--- src/rtl/keypad_pkg.sv ---
// Shared types and constants for the 4x4 keypad scanner.
package keypad_pkg;

  typedef enum logic [1:0] {
    SCAN     = 2'd0,
    DEBOUNCE = 2'd1,
    HELD     = 2'd2
  } state_t;

  localparam int unsigned KEY_W     = 4;
  localparam logic [3:0]  ROW_RESET = 4'b1110;

  // Active-low one-hot row drive for a row index.
  function automatic logic [3:0] row_drive(input logic [1:0] idx);
    return ~(4'b0001 << idx);
  endfunction

  // Index of the lowest column pulled low; only meaningful when one is low.
  function automatic logic [1:0] lowest_low(input logic [3:0] col);
    if (!col[0]) return 2'd0;
    if (!col[1]) return 2'd1;
    if (!col[2]) return 2'd2;
    return 2'd3;
  endfunction

endpackage

--- src/rtl/sync_2ff.sv ---
// Two-flop synchroniser; resets to all-ones so idle pulled-up lines read high.
module sync_2ff #(
  parameter int unsigned WIDTH = 1
) (
  input  logic             clk_in,
  input  logic             reset,
  input  logic [WIDTH-1:0] d,
  output logic [WIDTH-1:0] q
);

  logic [WIDTH-1:0] meta;

  always_ff @(posedge clk_in or posedge reset) begin
    if (reset) begin
      meta <= '1;
      q    <= '1;
    end else begin
      meta <= d;
      q    <= meta;
    end
  end

endmodule

--- src/rtl/keypad_scan4x4.sv ---
// 4x4 keypad scanner: row drive, column sync/debounce, one code per press on valid/ack.
// Build option: define KEYPAD_REPEAT_EN for auto-repeat while a key stays held.
module keypad_scan4x4
  import keypad_pkg::*;
#(
  parameter int unsigned SCAN_DIV      = 50000,
  parameter int unsigned DEBOUNCE_CNT  = 20,
  parameter int unsigned REPEAT_DELAY  = 1000,
  parameter int unsigned REPEAT_PERIOD = 200
) (
  input  logic             clk_in,
  input  logic             reset,
  input  logic [3:0]       i_col,
  output logic [3:0]       o_row,
  output logic [KEY_W-1:0] o_key,
  output logic             o_valid,
  input  logic             i_ack,
  output logic             o_overrun
);

  localparam int unsigned DIV_W = $clog2(SCAN_DIV);
`ifdef KEYPAD_REPEAT_EN
  localparam int unsigned CNT_W = $clog2(DEBOUNCE_CNT);
`else
  // Repeat timing is inert in this build; it folds in at zero weight.
  localparam int unsigned CNT_W = $clog2(DEBOUNCE_CNT) + 0 * (REPEAT_DELAY + REPEAT_PERIOD);
`endif

  logic [DIV_W-1:0] div_cnt;
  logic             tick_c;
  logic [3:0]       col_sync;
  state_t           state;
  logic [1:0]       row_idx;
  logic [1:0]       col_idx;
  logic [CNT_W-1:0] cnt;
  logic             deb_done_c;
  logic             accept_c;

  sync_2ff #(.WIDTH(4)) u_col_sync (
    .clk_in (clk_in),
    .reset  (reset),
    .d      (i_col),
    .q      (col_sync)
  );

  // Free-running row-slot divider.
  assign tick_c = (div_cnt == DIV_W'(SCAN_DIV - 1));

  always_ff @(posedge clk_in or posedge reset) begin
    if (reset) div_cnt <= '0;
    else       div_cnt <= tick_c ? '0 : div_cnt + DIV_W'(1);
  end

  assign deb_done_c = tick_c && (state == DEBOUNCE) && !col_sync[col_idx] &&
                      (cnt == CNT_W'(DEBOUNCE_CNT - 1));

  // Scan / debounce / held FSM; cnt is the press count in DEBOUNCE and release count in HELD.
  always_ff @(posedge clk_in or posedge reset) begin
    if (reset) begin
      state   <= SCAN;
      row_idx <= '0;
      col_idx <= '0;
      cnt     <= '0;
      o_row   <= ROW_RESET;
    end else if (tick_c) begin
      unique case (state)
        SCAN: begin
          if (col_sync != 4'hF) begin
            col_idx <= lowest_low(col_sync);
            cnt     <= CNT_W'(1);
            state   <= DEBOUNCE;
          end else begin
            row_idx <= row_idx + 2'd1;
            o_row   <= row_drive(row_idx + 2'd1);
          end
        end
        DEBOUNCE: begin
          if (!col_sync[col_idx]) begin
            if (deb_done_c) begin
              cnt   <= '0;
              state <= HELD;
            end else begin
              cnt <= cnt + CNT_W'(1);
            end
          end else begin
            cnt     <= '0;
            row_idx <= row_idx + 2'd1;
            o_row   <= row_drive(row_idx + 2'd1);
            state   <= SCAN;
          end
        end
        HELD: begin
          if (col_sync[col_idx]) begin
            if (cnt == CNT_W'(DEBOUNCE_CNT - 1)) begin
              cnt     <= '0;
              row_idx <= row_idx + 2'd1;
              o_row   <= row_drive(row_idx + 2'd1);
              state   <= SCAN;
            end else begin
              cnt <= cnt + CNT_W'(1);
            end
          end else begin
            cnt <= '0;
          end
        end
        default: state <= SCAN;
      endcase
    end
  end

`ifdef KEYPAD_REPEAT_EN
  localparam int unsigned REP_MAX = (REPEAT_DELAY > REPEAT_PERIOD) ? REPEAT_DELAY : REPEAT_PERIOD;
  localparam int unsigned REP_W   = $clog2(REP_MAX + 1);

  logic [REP_W-1:0] rep_cnt;
  logic             rep_first;
  logic             rep_fire_c;

  assign rep_fire_c = tick_c && (state == HELD) && !col_sync[col_idx] &&
                      ((rep_cnt + REP_W'(1)) ==
                       (rep_first ? REP_W'(REPEAT_DELAY) : REP_W'(REPEAT_PERIOD)));

  // Repeat timer: first fire after REPEAT_DELAY held ticks, then every REPEAT_PERIOD.
  always_ff @(posedge clk_in or posedge reset) begin
    if (reset) begin
      rep_cnt   <= '0;
      rep_first <= 1'b1;
    end else if (deb_done_c) begin
      rep_cnt   <= '0;
      rep_first <= 1'b1;
    end else if (tick_c && (state == HELD)) begin
      if (col_sync[col_idx]) begin
        rep_cnt <= '0;
      end else if (rep_fire_c) begin
        rep_cnt   <= '0;
        rep_first <= 1'b0;
      end else begin
        rep_cnt <= rep_cnt + REP_W'(1);
      end
    end
  end

  assign accept_c = deb_done_c || rep_fire_c;
`else
  assign accept_c = deb_done_c;
`endif

  // Output handshake: accept wins over a same-cycle ack; an unconsumed code blocks new ones.
  always_ff @(posedge clk_in or posedge reset) begin
    if (reset) begin
      o_key     <= '0;
      o_valid   <= 1'b0;
      o_overrun <= 1'b0;
    end else if (accept_c) begin
      if (!o_valid || i_ack) begin
        o_key   <= {row_idx, col_idx};
        o_valid <= 1'b1;
      end else begin
        o_overrun <= 1'b1;
      end
    end else if (i_ack) begin
      o_valid <= 1'b0;
    end
  end

endmodule
--- config.mk ---
export PLATFORM = sky130hd
export DESIGN_NAME = keypad_scan4x4
export DESIGN_NICKNAME = d
export VERILOG_FILES = /design/src/rtl/keypad_pkg.sv /design/src/rtl/sync_2ff.sv /design/src/rtl/keypad_scan4x4.sv
export SDC_FILE = /design/constraint.sdc
export NUM_CORES = 1
export LEC_CHECK = 0
export ABC_AREA = 1
export BUFFER_PORTS_ARGS = -buffer_cell sky130_fd_sc_hd__buf_4
export CORE_MARGIN = 8
export CORE_UTILIZATION = 59
export DETAILED_ROUTE_END_ITERATION = 16
export MAX_ROUTING_LAYER = met4
export PLACE_DENSITY = 0.78
export RECOVER_POWER = 25
export SYNTH_ARGS = -nofsm -noshare
export SYNTH_HDL_FRONTEND = slang
export SYNTH_HIERARCHICAL = 1
export SYNTH_SLANG_ARGS = --single-unit
--- constraint.sdc ---
create_clock -name clk_in -period 1.8 [get_ports clk_in]
set_input_delay 0.09 -clock clk_in [delete_from_list [all_inputs] [get_ports clk_in]]
set_output_delay 0.09 -clock clk_in [all_outputs]
set_load 0.01 [all_outputs]
### Word-level counts from Yosys, hierarchy flattened

Index checks and enable logic that the tools add are counted.

| operators by class | value |
|---|---|
| add/sub/neg operators | 3 |
| magnitude comparators | 1 |
| equality and inequality tests | 12 |
| shift operators | 1 |
| muxes and demuxes | 49 |
| bitwise gates (word level) | 2 |
| reductions and logical operators | 16 |

Operator list:

| operator | count |
|---|---|
| 2-bit two-way mux | 15 |
| 5-bit two-way mux | 5 |
| 1-bit two-way mux | 19 |
| 16-bit by 1-bit adder with 16-bit output, second input constant | 1 |
| 16-bit == test, second input constant | 1 |
| 16-bit two-way mux | 1 |
| 4-bit two-way mux | 4 |
| 5-bit one-hot mux with 3 select lines | 1 |
| 2-bit one-hot mux with 3 select lines | 2 |
| 4-bit one-hot mux with 3 select lines | 1 |
| 2-bit inequality test, second input constant | 4 |
| 2-bit AND reduction | 3 |
| 3-bit AND reduction | 2 |
| 6-bit AND reduction | 1 |
| 5-bit by 1-bit adder with 5-bit output, second input constant | 1 |
| 5-bit == test, second input constant | 1 |
| 5-bit AND reduction | 1 |
| 2-bit by 1-bit inequality test with 1-bit output, second input constant | 2 |
| 4-bit inequality test, second input constant | 1 |
| 4-bit NOT | 1 |
| 1-bit by 2-bit << shifter with 4-bit output, first input constant | 1 |
| 1-bit logical AND | 3 |
| 2-bit by 3-bit < comparator with 1-bit output, second input constant | 1 |
| 3-bit by 2-bit inequality test with 1-bit output, second input constant | 1 |
| 10 further kinds | 11 |

| word-level totals | value |
|---|---|
| register bits after elaboration | 45 |
| word-level logic and storage cells | 95 |

### Longest topological paths before layout

| depth | value |
|---|---|
| word-level depth | 16 |
| mapped depth | 10 |
| mapped depth without buffers | 10 |

### Hierarchy

Netlist, hierarchy kept.

By module, submodules not included:

| module | times used | cells each | area an instance (µm²) |
|---|---|---|---|
| keypad_scan4x4 | 1 | 250 | 2064.5 |
| sync_2ff | 1 | 9 | 214.0 |

### Worst setup path after synthesis

OpenSTA, ideal clock, no wires.

| path | value |
|---|---|
| path type | flip-flop to flip-flop |
| start point | register div_cnt[0] |
| end point | register o_row[0] |
| setup time | 0.117 ns |
| data arrival time | 1.426 ns |
| data required time | 1.683 ns |
| setup slack | 0.257 ns |
| cell stages (with the launch flop) | 9 |
| path buffers | 0 |
| period minus slack after synthesis | 1.543 ns |
| cell sequence | dfrtp_1 > ha_1 > nand3_1 > nor2_2 > nand2_4 > nor3_4 > nand2_4 > nand2_1 > nand2_1 |

| on the way | value |
|---|---|
| word-level cells in the longest chain between the ends | 2 |

RTL lines:

| element | RTL line | source |
|---|---|---|
| start, declared | keypad_scan4x4.sv:29 | `logic [DIV_W-1:0] div_cnt;` |
| start signal, assigned | keypad_scan4x4.sv:51 | `else div_cnt <= tick_c ? '0 : div_cnt + DIV_W'(1);` |
| 16-bit == test | keypad_scan4x4.sv:47 | `assign tick_c = (div_cnt == DIV_W'(SCAN_DIV - 1));` |
| 6-bit AND reduction (no line) | - |  |
| end signal, assigned | keypad_scan4x4.sv:74 | `o_row <= row_drive(row_idx + 2'd1);` |
| end signal, assigned | keypad_scan4x4.sv:88 | `o_row <= row_drive(row_idx + 2'd1);` |
| end signal, assigned | keypad_scan4x4.sv:97 | `o_row <= row_drive(row_idx + 2'd1);` |
| end, declared | keypad_scan4x4.sv:14 | `output logic [3:0] o_row,` |

No other way between the ends.
A chain may end at the register's enable or synchronous reset.

### Final worst setup path

| path | value |
|---|---|
| start point | register div_cnt[0] |
| end point | register row_idx[0] |

| on the way | value |
|---|---|
| word-level cells in the longest chain between the ends | 2 |

RTL lines:

| element | RTL line | source |
|---|---|---|
| 16-bit == test | keypad_scan4x4.sv:47 |  |
| 6-bit AND reduction (no line) | - |  |
| end signal, assigned | keypad_scan4x4.sv:73 | `row_idx <= row_idx + 2'd1;` |
| end signal, assigned | keypad_scan4x4.sv:87 | `row_idx <= row_idx + 2'd1;` |
| end signal, assigned | keypad_scan4x4.sv:96 | `row_idx <= row_idx + 2'd1;` |
| end, declared | keypad_scan4x4.sv:33 | `logic [1:0] row_idx;` |

No other way between the ends.

==> results.md <==
* Dpl ws at 0.0812 ns
* Drt pass-1 iters at 4
* Sequential area share after synthesis at 0.500
* Startpoint Class: flip-flop
* CTS tree: built
* Layout cells sized above 1 at 0.201
* Actual slew at the worst max-slew pin at 0.904 ns
* Detailed Place HPWL at 3070 µm
* Number of global-route vias before repair at 1,753
* Final core occ at 0.734
* Vias at 1,774
* Vias per cell at ~5.2
* Post-route ant nets at 0
* Nets at 309
* Final WL at 4380 µm
* Mapped cell area at between 2000 and 2500 µm²
* # diodes at 0
* Final Critical Period at 1.67 ns
* Wire per inst at ~13 µm
* Setup TNS at 0 ns
* Peak supply drop at 0.000617 V
* Final WS setup at 0.127 ns
* HP Class: in -> reg
* Mapped Cells at 259
* Crit path kind: reg -> reg
* Net Count, Synth at 276
* DRC viols at 0
* Pin count of the biggest net entering global routing at 38
* H-Tree Depth at 2
* Initial antenna violation count at 0
* Number of buffers created by CTS at 5
* Leak pwr at 0.00137 µW
* Inst Count DP at 327
* YS warnings at 6
* GRT Util Overall at 0.159
* CP arrival at between 1.5 and 2 ns
* RePlAce Congestion at 0.878
* CTS root buffer: clkbuf_8
* Pwr Density at 733 nW/µm²
* Flops & latches, synth at 45
* CP Capture Type: flip-flop
* Final Setup Violations at 0
* Grt ovf at 0
* Clock transition at path regs at 0.08 ns
* Post-route cell area at 2710 µm²
* Insertion delay to the later sink of the worst-skew pair at 0.30 ns
* # port buffers at 16
* Area of the multi-input gates at 1010 µm²
* Syn Area/Cell at roughly 9 µm²
* Die area at 6110 µm²
* CP Max Fanout at 9
* First-pass GRT wire length at 7710 µm
* # Max-Cap Violations at 0
* Max Root-Sink Buffers at 2
* Initial core utilization at 0.618
* Register Area at 1140 µm²
* Maximum clock frequency at between 500 and 600 MHz
* CP required at 1.99 ns
* Dpl cell area at 2490 µm²
* Die Height at 78.1 µm
* I/O pin total at 17
* Fin. max-slew vios at 0
* Status: completed
* Num rows at 22
* Synth cell types at 33
* Non-filler instance count after layout at about 340
* Sink Count at 45
* Core Box Area at 3690 µm²
* Relative slew slack at 0.397
* Area growth from synthesis to layout at 18.9%
* Die X at about 78 µm
* First DRT Iteration DRCs at 138
* Final Hold Vio Count at 0
* Tcrit/Tclk final at 0.930
* Max Clock Skew at 0.00603 ns
* Layout fillers at between 200 and 300
synth_stat cells (all sizes together):
master | instances | area [µm²]
nand2 | 66 | 268
inv | 37 | 139
dfrtp | 34 | 851
nor2 | 25 | 114
nand3 | 23 | 115
o21ai | 12 | 71.3
dfstp | 11 | 289
ha | 10 | 125
a21oi | 7 | 35.0
nor3 | 7 | 62.6
xor2 | 6 | 52.6
nand3b | 5 | 37.5
nand4 | 4 | 31.3
o21bai | 2 | 15.0
xnor2 | 2 | 17.5
a21o | 1 | 7.51
a31o | 1 | 8.76
a31oi | 1 | 6.26
and2 | 1 | 6.26
clkinv | 1 | 3.75
nor4 | 1 | 6.26
o211a | 1 | 10.0
o22ai | 1 | 6.26
power by group:
group	leakage (µW)	switching [µW]	internal (µW)	total [µW]
sequential	0.000573	5.98	1030	1030
combinational	0.000729	31.4	21.1	52.5
clock	0.0000681	347	551	899
total	0.00137	385	1600	1990
critical path: stages (launching register included):
cell and delay (ns):
dfrtp_1 0.37, ha_2 0.20, nand3_2 0.13, nor2_4 0.15, nand2_4 0.11, nor3_4 0.36
nand2_4 0.11, nand2_1 0.07, nand2_1 0.05
layout make-up:
cell class | count | share of cell area
multi-input cells | 176 | 0.375
well taps | 48 | 0.0222
clock buffers | 5 | 0.0254
clock inverters | 3 | 0.0240
repair buffers | 26 | 0.0804
flip-flops and latches | 45 | 0.421
inverters | 38 | 0.0527
routing by layer:
layer | track usage | up-vias | part of all wire
met5 | - | - | 0
met1 | 0.182 | 839 | 0.44
met2 | 0.263 | 31 | 0.51
met3 | 0.0387 | 8 | 0.035
met4 | 0.0630 | 0 | 0.017
li1 | - | 896 | -
layout by cell type (no fill, tap or decap), types with 2 or more instances in the layout:
master,n
nand2_1,62
inv_1,36
dfrtp_1,34
nand3_1,22
nor2_1,20
buf_4,14
dfstp_2,11
ha_1,9
o21ai_0,8
a21oi_1,7
xor2_1,6
nand3b_1,5
clkbuf_8,5
dlygate4sd3_1,5
clkbuf_4,5
nor3_1,4
nand4_1,3
nor2_4,3
nand2_2,2
nor2_2,2
nand2_4,2
nor3_4,2
o21bai_1,2
xnor2_1,2
o21ai_1,2
bufinv_16,2
metrics by stage:
step / power (µW) / hold slack, ns
2_1_floorplan: 1080 / 0.0945
3_3_place_gp: 1100 / 0.198
3_5_place_dp: 1100 / 0.200
4_1_cts: 2000 / 0.0898
5_1_grt: 2040 / 0.103
6_report: 1990 / 0.0960
final timing paths:
kind                                     from                 end  slack, ns  cells past startpoint
setup / recovery                   div_cnt[0]          row_idx[0]       0.13                      8
hold / removal                          i_ack             o_valid        0.1                      4
setup reg to reg                   div_cnt[0]          row_idx[0]       0.13                      8
hold reg to reg            u_col_sync/meta[0]     u_col_sync/q[0]       0.36                      0
max in group asynchronous               reset          row_idx[1]       0.62                      4
min in group asynchronous               reset  u_col_sync/meta[0]       0.54                      3
timing repair:
action / in CTS / in global routing
hold buffers: 5 / 0
setup endpoints to repair: 0 / 13
setup buffers: 0 / 1
resized for setup: 0 / 6
hold endpoints to repair: 46 / 0
logic make-up after synthesis:
kind of cell / Yosys count / share of synthesized area
AOI/OAI and AO/OA: 26 / 0.0703
DFF: 45 / 0.500
buffers and inverters: 38 / 0.0626
and+or+nand+nor: 132 / 0.281
xor gates and xnor gates: 8 / 0.0308
adders and majority gates: 10 / 0.0549
sequential cells by signal, indices dropped and copies added (netlist names):
| name | count |
|---|---|
| o_row | 4 |
| state | 2 |
| o_valid | 1 |
| col_idx | 2 |
| cnt | 5 |
| o_overrun | 1 |
| u_col_sync/meta | 4 |
| o_key | 4 |
| row_idx | 2 |
| u_col_sync/q | 4 |
| div_cnt | 16 |
Note: power is estimated with default switching activity, not from simulation.
